===== src/rtl/calc_pkg.sv =====
// -----------------------------------------------------------------------------
// calc_pkg
// Shared definitions for the calc_sequencer block:
//   - operation encodings for the 2-bit op input
//   - FSM state type
//   - iteration count and counter width for the bit-serial mul/div
//   - fixed result returned on divide-by-zero
//   - helper that classifies an op as multi-cycle (bit-serial) or single-cycle
// -----------------------------------------------------------------------------
package calc_pkg;

    localparam logic [1:0] OP_ADD = 2'b00;
    localparam logic [1:0] OP_SUB = 2'b01;
    localparam logic [1:0] OP_DIV = 2'b10;
    localparam logic [1:0] OP_MUL = 2'b11;

    typedef enum logic [1:0] {
        ST_IDLE = 2'b00,
        ST_EXEC = 2'b01,
        ST_DONE = 2'b10
    } state_t;

    // One iteration per operand bit.
    localparam int                ITER_CNT  = 4;
    localparam int                CNT_W     = $clog2(ITER_CNT);
    localparam logic [CNT_W-1:0]  LAST_ITER = CNT_W'(ITER_CNT - 1);

    localparam logic [7:0] DIV0_RESULT = 8'hFF;

    // Multiply and divide run bit-serially; add and subtract finish in one step.
    function automatic logic is_iterative(input logic [1:0] op_v);
        return (op_v == OP_MUL) || (op_v == OP_DIV);
    endfunction

endpackage


===== src/rtl/calc_iter_unit.sv =====
// -----------------------------------------------------------------------------
// calc_iter_unit
// Purely combinational single step of the bit-serial datapath.
//   Multiply: shift-add, LSB of the multiplier first. Step cnt adds
//             (a << cnt) when b[cnt] is set.
//   Divide:   restoring division, MSB of the dividend first. The partial
//             register is {remainder[3:0], quotient[3:0]}, so after the last
//             step it already holds the final result format.
// Ports:
//   is_div_i   1  select restoring-divide step (0 = shift-add step)
//   cnt_i      CNT_W  iteration index 0..ITER_CNT-1
//   a_i        4  latched first operand (multiplicand / dividend)
//   b_i        4  latched second operand (multiplier / divisor)
//   part_i     8  current partial register
//   part_o     8  partial register after this step
// -----------------------------------------------------------------------------
module calc_iter_unit
    import calc_pkg::*;
(
    input  logic             is_div_i,
    input  logic [CNT_W-1:0] cnt_i,
    input  logic [3:0]       a_i,
    input  logic [3:0]       b_i,
    input  logic [7:0]       part_i,
    output logic [7:0]       part_o
);

    logic [CNT_W-1:0] bit_idx;
    logic [4:0]       trial;
    logic [3:0]       rem_new;
    logic [7:0]       mul_addend;

    always_comb begin
        // Division consumes dividend bits from the top down.
        bit_idx    = LAST_ITER - cnt_i;
        // Shift the next dividend bit into the running remainder; one extra
        // bit so the compare against the divisor cannot overflow.
        trial      = {part_i[7:4], a_i[bit_idx]};
        // trial - b is < 16 whenever trial >= b, so the low 4 bits suffice.
        rem_new    = trial[3:0] - b_i;
        mul_addend = b_i[cnt_i] ? ({4'b0000, a_i} << cnt_i) : 8'h00;

        part_o = part_i;
        if (is_div_i) begin
            if (trial >= {1'b0, b_i}) begin
                part_o = {rem_new, part_i[3:0] | (4'b0001 << bit_idx)};
            end else begin
                part_o = {trial[3:0], part_i[3:0]};
            end
        end else begin
            part_o = part_i + mul_addend;
        end
    end

endmodule


===== src/rtl/calc_sequencer.sv =====
// -----------------------------------------------------------------------------
// calc_sequencer
// Small 4-bit calculator sequenced by an IDLE -> EXEC -> DONE FSM.
// Add/subtract complete after one EXEC cycle; multiply/divide run four EXEC
// cycles through calc_iter_unit. Divide by zero skips EXEC entirely and
// reports 8'hFF with err set.
// Ports:
//   clk     in   1  system clock, rising edge
//   rst     in   1  asynchronous active-high reset
//   start   in   1  request strobe, only honoured in IDLE
//   op      in   2  00 add, 01 sub, 10 div, 11 mul
//   a       in   4  first operand (unsigned)
//   b       in   4  second operand (unsigned)
//   busy    out  1  high whenever the FSM is not in IDLE
//   done    out  1  one-cycle pulse, result/err valid
//   result  out  8  result, held until the next completed operation
//   err     out  1  divide-by-zero flag, held like result
// -----------------------------------------------------------------------------
module calc_sequencer
    import calc_pkg::*;
(
    input  logic       clk,
    input  logic       rst,
    input  logic       start,
    input  logic [1:0] op,
    input  logic [3:0] a,
    input  logic [3:0] b,
    output logic       busy,
    output logic       done,
    output logic [7:0] result,
    output logic       err
);

    state_t           state_q;
    logic [3:0]       a_q;
    logic [3:0]       b_q;
    logic [1:0]       op_q;
    logic [CNT_W-1:0] cnt_q;
    logic [7:0]       part_q;
    logic [7:0]       part_d;
    logic             busy_q;
    logic             done_q;
    logic [7:0]       result_q;
    logic             err_q;

    logic [4:0]       sum_d;
    logic [7:0]       diff_d;

    // Single-cycle results, formed from the latched operands only so input
    // changes after acceptance have no effect.
    assign sum_d  = {1'b0, a_q} + {1'b0, b_q};
    assign diff_d = {4'b0000, a_q} - {4'b0000, b_q};

    calc_iter_unit u_iter (
        .is_div_i (op_q == OP_DIV),
        .cnt_i    (cnt_q),
        .a_i      (a_q),
        .b_i      (b_q),
        .part_i   (part_q),
        .part_o   (part_d)
    );

    // result/err are only written on the transition into DONE, so the
    // partial register never leaks to the outputs while iterating.
    always_ff @(posedge clk or posedge rst) begin
        if (rst) begin
            state_q  <= ST_IDLE;
            a_q      <= '0;
            b_q      <= '0;
            op_q     <= '0;
            cnt_q    <= '0;
            part_q   <= '0;
            busy_q   <= 1'b0;
            done_q   <= 1'b0;
            result_q <= '0;
            err_q    <= 1'b0;
        end else begin
            case (state_q)
                ST_IDLE: begin
                    done_q <= 1'b0;
                    if (start) begin
                        a_q    <= a;
                        b_q    <= b;
                        op_q   <= op;
                        cnt_q  <= '0;
                        part_q <= '0;
                        busy_q <= 1'b1;
                        if (op == OP_DIV && b == 4'd0) begin
                            state_q  <= ST_DONE;
                            result_q <= DIV0_RESULT;
                            err_q    <= 1'b1;
                            done_q   <= 1'b1;
                        end else begin
                            state_q <= ST_EXEC;
                        end
                    end
                end

                ST_EXEC: begin
                    if (is_iterative(op_q)) begin
                        part_q <= part_d;
                        cnt_q  <= cnt_q + 1'b1;
                        if (cnt_q == LAST_ITER) begin
                            state_q  <= ST_DONE;
                            result_q <= part_d;
                            err_q    <= 1'b0;
                            done_q   <= 1'b1;
                        end
                    end else begin
                        state_q  <= ST_DONE;
                        result_q <= (op_q == OP_ADD) ? {3'b000, sum_d} : diff_d;
                        err_q    <= 1'b0;
                        done_q   <= 1'b1;
                    end
                end

                ST_DONE: begin
                    state_q <= ST_IDLE;
                    done_q  <= 1'b0;
                    busy_q  <= 1'b0;
                end

                default: begin
                    state_q <= ST_IDLE;
                    done_q  <= 1'b0;
                    busy_q  <= 1'b0;
                end
            endcase
        end
    end

    assign busy   = busy_q;
    assign done   = done_q;
    assign result = result_q;
    assign err    = err_q;

endmodule

===== config.mk =====
export PLATFORM = sky130hd
export DESIGN_NAME = calc_sequencer
export DESIGN_NICKNAME = d
export VERILOG_FILES = /design/src/rtl/calc_pkg.sv /design/src/rtl/calc_iter_unit.sv /design/src/rtl/calc_sequencer.sv
export SDC_FILE = /design/constraint.sdc
export NUM_CORES = 1
export LEC_CHECK = 0
export BUFFER_PORTS_ARGS = -buffer_cell sky130_fd_sc_hd__buf_2
export CORE_MARGIN = 4
export CORE_UTILIZATION = 58
export DETAILED_ROUTE_END_ITERATION = 10
export PLACE_DENSITY = 0.78
export SETUP_SLACK_MARGIN = 0.05
export SYNTH_ARGS = -nofsm -noshare
export SYNTH_HDL_FRONTEND = slang
export SYNTH_SLANG_ARGS = --single-unit

===== constraint.sdc =====
create_clock -name clk -period 8 [get_ports clk]
set_clock_uncertainty 0.05 [all_clocks]
set_input_delay 0.8 -clock clk [delete_from_list [all_inputs] [get_ports clk]]
set_output_delay 0.8 -clock clk [all_outputs]
set_load 0.02 [all_outputs]

[Word level (Yosys, flattened, before mapping)]
Cells that the tools add are included.
Storage, ports and cells
  word-level logic and storage cells: 79
  output and inout port bits: 11
  flip-flop bits (word level): 33
  input port bits: 13
Cells by class
  muxes and demuxes: 36
  order comparisons: 3
  bitwise operators: 2
  shift-type cells: 2
  reduce and logical (&&, ||, !) cells: 11
  equality and inequality tests: 9
  add/sub/neg operators: 6
Operator list (number)
  8-bit two-way mux: 10
  8-bit case mux with 2 select lines: 2
  2-bit two-way mux: 6
  1-bit two-way mux: 11
  8-bit adder: 1
  2-bit equality test (second input constant): 4
  2-bit case mux with 2 select lines: 2
  4-bit by 2-bit << shifter with 8-bit output: 1
  2-bit by 3-bit < comparator with 1-bit output (second input constant): 2
  2-bit != test (second input constant): 3
  1-bit case mux with 2 select lines: 3
  2-bit AND reduction: 3
  4-bit by 4-bit adder with 5-bit output: 1
  5-bit by 4-bit greater-or-equal comparator with 1-bit output: 1
  4-bit by 4-bit subtractor with 5-bit output: 1
  1-bit binary-select mux with 2-bit select: 2
  2-bit logical NOT: 2
  4-bit logical NOT: 1
  4-bit bitwise OR: 1
  4-bit AND reduction: 1
  1-bit by 2-bit << shifter with 4-bit output (first input constant): 1
  4-bit subtractor: 1
  3-bit != test (second input constant): 1
  3-bit AND reduction: 1
  7 further kinds: 7

[Longest topological paths before layout]
Gate-level depths: netlist of the first run.
  depth after elaboration: 9
  gate-level depth with buffers: 11
  depth with buffers taken out: 10

[By module]
A second synthesis of the first run with hierarchy kept.
Second synthesis, totals
  cells, all modules: 263
  area total of the unflattened synthesis: 2432.3 um2
Modules (own cells, without submodules)
  calc_sequencer: seq. area each 825.8 um2, instances 1, cells each 152, area each 1637.8 um2
  calc_iter_unit: seq. area each 0.0 um2, instances 1, cells each 111, area each 794.5 um2

[Least setup slack after synthesis of the first run]
OpenSTA, ideal clock, no wires.
  kind: register to register
  start point: reg cnt_q[0]
  end point: reg result_q[0], in the netlist result[0]
  required time: 7.824 ns
  path slack: 4.796 ns
  cell stages (with the launch flop): 10
  path buffers: 1
  library setup time: 0.126 ns
  arrival time: 3.028 ns
  clock period less this slack: 3.204 ns
  path through: dfrtp_1 > clkbuf_1 > mux4_2 > inv_1 > ha_1 > or2b_2 > a2111oi_4 > nor3b_1 > o311a_1 > o32a_1
Between the ends
  longest elaborated chain between the ends: 9
  elaborated cells between the ends (all ways): 19
  those cells by class: add/sub: 2; order compare: 1; eq/ne: 2; shift: 2; mux: 10; bitwise: 1; reduce/logical: 1
Ends and longest elaborated chain
  start, declared: RTL line calc_sequencer.sv:38  | logic [CNT_W-1:0] cnt_q;
  start signal, assigned: RTL line calc_sequencer.sv:102  | cnt_q <= cnt_q + 1'b1;
  2-bit subtractor: RTL line calc_iter_unit.sv:35  | bit_idx = LAST_ITER - cnt_i;
  1-bit binary-select mux with 2-bit select: RTL line calc_iter_unit.sv:38  | trial = {part_i[7:4], a_i[bit_idx]};
  1-bit two-way mux (not written as such): RTL line calc_iter_unit.sv:38
  5-bit by 4-bit greater-or-equal comparator with 1-bit output: RTL line calc_iter_unit.sv:45  | if (trial >= {1'b0, b_i}) begin
  8-bit two-way mux: RTL line calc_iter_unit.sv:45
  8-bit two-way mux: RTL line calc_iter_unit.sv:44  | if (is_div_i) begin
  8-bit two-way mux: RTL line calc_sequencer.sv:103  | if (cnt_q == LAST_ITER) begin
  8-bit two-way mux: RTL line calc_sequencer.sv:100  | if (is_iterative(op_q)) begin
  8-bit case mux with 2 select lines: RTL line calc_sequencer.sv:78  | case (state_q)
  end signal, assigned: RTL line calc_sequencer.sv:105  | result_q <= part_d;
  end signal, assigned: RTL line calc_sequencer.sv:111  | result_q <= (op_q == OP_ADD) ? {3'b000, sum_d} : diff_d;
  end, declared: RTL line calc_sequencer.sv:43  | logic [7:0] result_q;
Several ways; a longest one is shown, not always the timed one. The select of a mux whose other input is x is not followed.
A chain may end at the register's enable or synchronous reset.

[Worst setup path in the final report of the first run]
  start point: reg cnt_q[0]
  end point: reg result_q[1], in the netlist result[1]
Same word-level chain as after synthesis.

==> impl_results.md, run 1 <==
* Status: completed
* Slowest-stage cell, CP: dfrtp_1
* Antenna violations before repair at 0
* Synth top area share at 0.3110
* WP buf/inv at 1
* Top FF cell, synth: dfrtp_1
* Drt total wl at 6.655 mm
* Die Height at 75.66 um
* Area leader, netlist: dfrtp_1
* HP Class: reg2reg
* Mean Syn Cell Area at 8.792 um2
* Max Root-Sink Buffers at 2
* Setup Crit Path Kind: reg2reg
* Tot GR Track Use at 0.2570
* Seq cells post-synth at 33
* Post-synth cell types at 62
* YS warnings at 0
* H-tree depth at 2
* Clock Latency Late Sink at 0.29 ns
* Vias in the first global route at 2159
* TritonCTS Buffers at 5
* Share of cells above drive strength 1 at 0.1584
* Clock slew at reported path FFs at 0.07 ns
* Fin util at 0.6641
* Setup WS pre-CTS at 4.684 ns
* Fin Hold WS at 0.4235 ns
* Pin count of the biggest net entering global routing at 34
* Switching Share at 0.4937
* 1st-iter DRT viols at 271
* Pwr Total at 1.390 mW
* Port buffer count at 23
* First-pass GRT wire length at 10.95 mm
* Slew HR at 0.4387
* GP Congestion at 1.003
* Fmax at 292.5 MHz
* Int Pwr at 0.7038 mW
* Crit path capture type: flop
* Initial core utilization at 0.6056
* Die X at 75.66 um
* Vias at 2442
* Final antenna-violating net count at 0
* Cells resized by post-CTS repair at 0
* DRC viols at 0
* Final Max Tran Viols at 0
* Antenna diodes at 0
* Cell Rows at 24
* Post-synthesis net count at 342
* I/O pin count at 24
* Synth top area cells: dfrtp_1, ha_1, o21ai_0
* Comb pwr share at 0.623
* Max-cap violations at 0
* P_leak at 1.329 nW
* Post-route worst setup slack at 4.581 ns
* Final Hold Viols at 0
* Crit path DAT at 3.55 ns
* Via-to-Cell Ratio at 6.529
* Aggregate global routing overflow at 0
* Non-filler cells, final at 374
* Clock tree sinks at 33
* CTS root buffer: clkbuf_8
* Clk pwr share at 0.117
* Register share of total power at 0.259
* Die ar. at 5724 um2
* Worst path max stage delay at 0.61 ns
* RSZ-0062 raised after global routing: no
* Postcts setup bufs at 0
* HPWL after DPL at 4.866 mm
* Worst vdd ir at 234.6 uV
* Cell Chain, Critical Path: mux4_2, inv_1, ha_1, or2b_2, a2111oi_4, nor3b_1, o311a_1, o32a_1
* Drt pass-1 iters at 5
* Switch Pwr at 0.6864 mW
* Fill count at 378
* CORE AREA at 4384 um2
* Post-synth EDFFs at 0
* Post-Route Setup TNS at 0 ns
* Critical Path Source Type: flop
* CTS tree: yes
* Final Net Count at 361
* Sequential element share of the synthesized area at 0.3110
* Area occupied by multi-input gates at 1692 um2
* PwrDens at 477.5 nW/um2
* Worst Max-Slew Pin Slew at 0.8388 ns
* CP Max Fanout at 12
* Post-route cell area at 2912 um2
* Top Family by Delay on Critical Path: compound AO/OA/AOI/OAI gates
* Final Critical Period at 3.419 ns
* FF+latch area at 825.8 um2
* Mapped cell area at 2655 um2
* Cells after DPL at 366
* # setup viols final at 0
* Placed Area at 2795 um2
* Synth async-reset ratio at 1.000
* Cells after synthesis at 302
* CTS Hold Bufs at 0
* Routed len/inst at 17.79 um
* Area Overhead vs Synth at 9.661%
* Critical Path RT at 8.13 ns
* Period Utilization, post-route at 0.4274
==> cells in the mapped netlist, types with 2 or more instances <==
master and instances:
or3b_2 2, o311a_1 2, inv_1 20, nor2_1 17, o211ai_1 8, nor3b_1 2, xor2_1 2, nor4_1 2
o21ai_0 23, a21oi_1 15, nand2b_1 4, mux2i_1 2, a21o_1 4, a32o_1 2, a31oi_1 4, nand3b_1 2
or2_2 4, buf_2 2, mux2_2 4, and3_1 2, nand2_1 28, o21bai_1 2, xnor2_1 2, nand3_1 15
nor2b_1 6, o32a_1 3, mux4_2 2, fa_1 4, dfrtp_1 33, clkbuf_1 11, and4_1 2, a211oi_1 5
nor3_1 9, ha_1 23, o2111ai_1 3, and2_1 5
==> power groups by stage <==
stage,registers [mW],logic (mW),clock network (mW)
3_3_place_gp,0.356,0.831,0
5_1_grt,0.374,0.956,0.173
2_1_floorplan,0.330,0.659,0
6_report,0.361,0.866,0.163
4_1_cts,0.357,0.853,0.167
3_5_place_dp,0.360,0.841,0
==> layer usage <==
layer / GRT usage / vias up / part of all wire
met5: 0 / - / 0
met4: 0.08738 / 0 / 0.013
met3: 0.04090 / 11 / 0.081
met2: 0.3941 / 125 / 0.47
met1: 0.3715 / 1162 / 0.44
li1: - / 1144 / -
==> registers in the layout (all words and copies together) (netlist names), 2 cells and up <==
signal / flops
state_q: 2
op_q: 2
a_q: 4
cnt_q: 2
part_q: 8
b_q: 4
result: 8
==> cells in the final DEF, fill, tap and decap left out, types with 3 or more instances in the layout <==
master | Yosys | layout
nor2b_1 | 6 | 6
mux2_2 | 4 | 4
o32a_1 | 3 | 3
buf_4 | 0 | 3
buf_2 | 2 | 23
o21ai_0 | 23 | 23
o2111ai_1 | 3 | 3
clkbuf_8 | 0 | 6
a31oi_1 | 4 | 4
dfrtp_1 | 33 | 33
nor3_1 | 9 | 9
nand3_1 | 15 | 15
nand2b_1 | 4 | 4
a21o_1 | 4 | 4
ha_1 | 23 | 23
nand2_1 | 28 | 28
a21oi_1 | 15 | 15
inv_1 | 20 | 20
or2_2 | 4 | 4
and2_1 | 5 | 5
a211oi_1 | 5 | 5
o211ai_1 | 8 | 8
nor2_1 | 17 | 17
fa_1 | 4 | 4
==> final timing paths <==
kind,from,to,slack [ns],depth (start not counted)
worst max-delay path,cnt_q[0],result[1],4.58,8
worst min-delay path,done,done,0.42,1
worst max register to register,cnt_q[0],result[1],4.58,8
worst min register to register,done,done,0.42,1
max in group asynchronous,rst,part_q[7],7.05,3
min in group asynchronous,rst,part_q[1],0.54,3
==> area by class of cell <==
cell class,count,share of cell area
Multi-Input combinational cell,235,0.5810
Clock buffer,7,0.02965
Clock inverter,1,0.01031
Sequential cell,33,0.2836
Timing Repair Buffer,26,0.04727
Inverter,20,0.02578
Tap cell,52,0.02235
==> logic make-up after synthesis <==
kind of cell	count (synthesis)	synth area share
compound gates	86	0.2253
mux	8	0.04147
simple gates	110	0.2187
xor+xnor	4	0.01320
buf+inv	34	0.05184
fa+ha+maj	27	0.1386
flops	33	0.3110
(Power assumes the default switching activity.)
==> run 2, diff against run 1 <==
--- a/config.mk
+++ b/config.mk
@@ -7,9 +7,9 @@
 export LEC_CHECK = 0
 export BUFFER_PORTS_ARGS = -buffer_cell sky130_fd_sc_hd__buf_2
 export CORE_MARGIN = 4
-export CORE_UTILIZATION = 58
+export CORE_UTILIZATION = 54
 export DETAILED_ROUTE_END_ITERATION = 10
-export PLACE_DENSITY = 0.78
+export PLACE_DENSITY = 0.76
 export SETUP_SLACK_MARGIN = 0.05
 export SYNTH_ARGS = -nofsm -noshare
 export SYNTH_HDL_FRONTEND = slang
==> constraint.sdc (replaced) <==
create_clock -name clk -period 3 [get_ports clk]
set_clock_uncertainty 0.05 [all_clocks]
set_input_delay 0.3 -clock clk [delete_from_list [all_inputs] [get_ports clk]]
set_output_delay 0.3 -clock clk [all_outputs]
set_load 0.02 [all_outputs]
==> run 2 against run 1 <==
Compared with the run above:
- power grew to 2.9 times the previous value
- highest routed layer unchanged
- sequential power grew 130%
- critical path depth grew 1
- sequential share of layout area shrank 1.5 points
- utilization shrank 1.8 points
- flip-flop and latch count is the same
- critical endpoint unchanged
- routed wire length grew 8.3%
- non-clock buffer count grew 20
- fmax grew 20%
==> impl_results.md, run 2 (synthesis gave the netlist of run 1 again) <==
* Register share of total power at 0.212 (was 0.259)
* Final Net Count at 381 (was 361)
* HP Class: in2async (was reg2reg)
* H-tree depth at 2 (unchanged)
* CTS tree: yes (unchanged)
* Final Max Tran Viols at 0 (unchanged)
* Levels on crit path at 9 (was 8)
* Final antenna-violating net count at 0 (unchanged)
* Setup Crit Path Kind: reg2reg (unchanged)
* I/O pin count at 24 (unchanged)
* Clock Latency Late Sink at 0.29 ns (about the same)
* Die Height at 78.12 um (was 75.66 um)
* Max-cap violations at 0 (unchanged)
* Worst vdd ir at 802.1 uV (was 234.6 uV)
* Final Hold Viols at 0 (unchanged)
* First-pass GRT wire length at 12.24 mm (was 10.95 mm)
* Cell Chain, Critical Path: mux4_2, inv_1, ha_1, or2b_4, a2111oi_4, buf_4, nor3b_1, o311a_1, o32a_1 (was mux4_2, inv_1, ha_1, or2b_2, a2111oi_4, nor3b_1, o311a_1, o32a_1)
* Port buffer count at 23 (unchanged)
* Critical Path RT at 3.12 ns (was 8.13 ns)
* Vias at 2525 (was 2442)
* Fmax at 351.7 MHz (was 292.5 MHz)
* Worst Max-Slew Pin Slew at 0.5217 ns (was 0.8388 ns)
* FF+latch area at 825.8 um2 (unchanged)
* # setup viols final at 0 (unchanged)
* Worst setup path end: result[1] (unchanged)
* R2r endpoint: result[1] (unchanged)
* CORE AREA at 4755 um2 (was 4384 um2)
* P_leak at 1.415 nW (was 1.329 nW)
* Routed len/inst at 17.66 um (was 17.79 um)
* Reg2reg path depth at 9 (was 8)
* Critical Path Source: cnt_q[0] (unchanged)
* Share of cells above drive strength 1 at 0.2199 (was 0.1584)
* Post-route worst setup slack at 0.1570 ns (was 4.581 ns)
* Area Overhead vs Synth at 15.79% (was 9.661%)
* Critical Path Source Type: flop (unchanged)
* DRC viols at 0 (unchanged)
* Antenna violations before repair at 0 (unchanged)
* Pin count of the biggest net entering global routing at 34 (unchanged)
* Drt total wl at 7.207 mm (was 6.655 mm)
* Int Pwr at 2.039 mW (was 0.7038 mW)
* Aggregate global routing overflow at 0 (unchanged)
* HPWL after DPL at 5.352 mm (was 4.866 mm)
* Die ar. at 6103 um2 (was 5724 um2)
* Tot GR Track Use at 0.2540 (was 0.2570)
* Die X at 78.12 um (was 75.66 um)
* Slew HR at 0.6515 (was 0.4387)
* Fin util at 0.6466 (was 0.6641)
* Switching Share at 0.4858 (was 0.4937)
* GP Congestion at 0.8957 (was 1.003)
* Crit path DAT at 2.97 ns (was 3.55 ns)
* WP buf/inv at 2 (was 1)
* Worst path max stage delay at 0.53 ns (was 0.61 ns)
* Max Root-Sink Buffers at 2 (unchanged)
* Initial core utilization at 0.5584 (was 0.6056)
* Clk pwr share at 0.087 (was 0.117)
* Clock tree sinks at 33 (unchanged)
* Most frequent cells in the layout: dfrtp_1, nand2_1, o21ai_0, buf_2, buf_4 (was dfrtp_1, nand2_1, o21ai_0, ha_1, buf_2)
* RSZ-0062 raised after global routing: no (unchanged)
* CTS root buffer: clkbuf_8 (unchanged)
* Vias in the first global route at 2416 (was 2159)
* Post-Route Setup TNS at 0 ns (unchanged)
* TritonCTS Buffers at 5 (unchanged)
* Fin Hold WS at 0.04012 ns (was 0.4235 ns)
* 1st-iter DRT viols at 325 (was 271)
* Period Utilization, post-route at 0.9477 (was 0.4274)
* Pwr Total at 3.965 mW (was 1.390 mW)
* Most common cell after layout, fill and taps aside: dfrtp_1 (unchanged)
* PwrDens at 1290 nW/um2 (was 477.5 nW/um2)
* Antenna diodes at 0 (unchanged)
* Area occupied by multi-input gates at 1715 um2 (was 1692 um2)
* Setup WS pre-CTS at 0.1088 ns (was 4.684 ns)
* Slowest-stage cell, CP: mux4_2 (was dfrtp_1)
* Comb pwr share at 0.701 (was 0.623)
* Crit path capture type: flop (unchanged)
* CP Max Fanout at 8 (was 12)
* Top Family by Delay on Critical Path: compound AO/OA/AOI/OAI gates (unchanged)
* Status: completed (unchanged)
* Cell Rows at 25 (was 24)
* Critical R2R Launch: cnt_q[0] (unchanged)
* Via-to-Cell Ratio at 6.189 (was 6.529)
* R2R Setup Slk at 0.16 ns (was 4.58 ns)
* Final Critical Period at 2.843 ns (was 3.419 ns)
* Clock slew at reported path FFs at 0.07 ns (about the same)
* Drt pass-1 iters at 6 (was 5)
* Fill count at 414 (was 378)
* Switch Pwr at 1.926 mW (was 0.6864 mW)
run 2: cell type report:
| class | count | area share |
|---|---|---|
| clock buffers | 7 | 0.02808 |
| inverters | 20 | 0.02442 |
| multi-input cells | 235 | 0.5580 |
| flip-flops and latches | 33 | 0.2686 |
| well taps | 67 | 0.02727 |
| repair buffers | 46 | 0.09361 |
run 2: worst min-delay path by stage:
stage / startpoint / endpoint / slack (ns)
2_1_floorplan: a[0] / a_q[0] / 0.37
5_1_grt: rst / result[3] / 0.09
4_1_cts: rst / part_q[1] / 0.06
6_report: rst / part_q[1] / 0.04
3_5_place_dp: rst / part_q[1] / 0.37
3_3_place_gp: rst / result[3] / 0.36
run 2: routing by layer:
metal / global-route usage / up-vias / routed length [um] / part of all wire
met5: 0 / - / 0 / 0
met4: 0.06993 / 0 / 147 / 0.020
met3: 0.03899 / 20 / 608 / 0.084
met2: 0.4118 / 130 / 3357 / 0.47
met1: 0.3538 / 1190 / 3092 / 0.43
li1: - / 1185 / - / -
run 2: worst min-delay path, delay by kind of cell:
family / cells / cell delay [ns]
buffers and inverters: 3 / 0.51
run 2: metrics by stage:
step | cell area (um2) | std cells
after floorplan | 2665 | 302
after global placement | 2949 | 399
after detailed placement | 2949 | 399
after CTS | 3035 | 406
after global routing | 3074 | 408
final | 3074 | 408
run 2: repair_timing:
item	4_1_cts	5_1_grt
setup buffers	0	2
hold buffers	0	0
setup endpoints to repair	0	9
resized for setup	0	7
run 2: power groups by stage:
stage               Combinational, mW  Clock, mW  Sequential [mW]
floorplan                        1.77          0            0.882
global placement                 2.57          0            0.828
detailed placement               2.61          0            0.840
CTS                              2.65      0.351            0.832
global route                     3.08      0.369            0.867
finish                           2.78      0.346            0.839
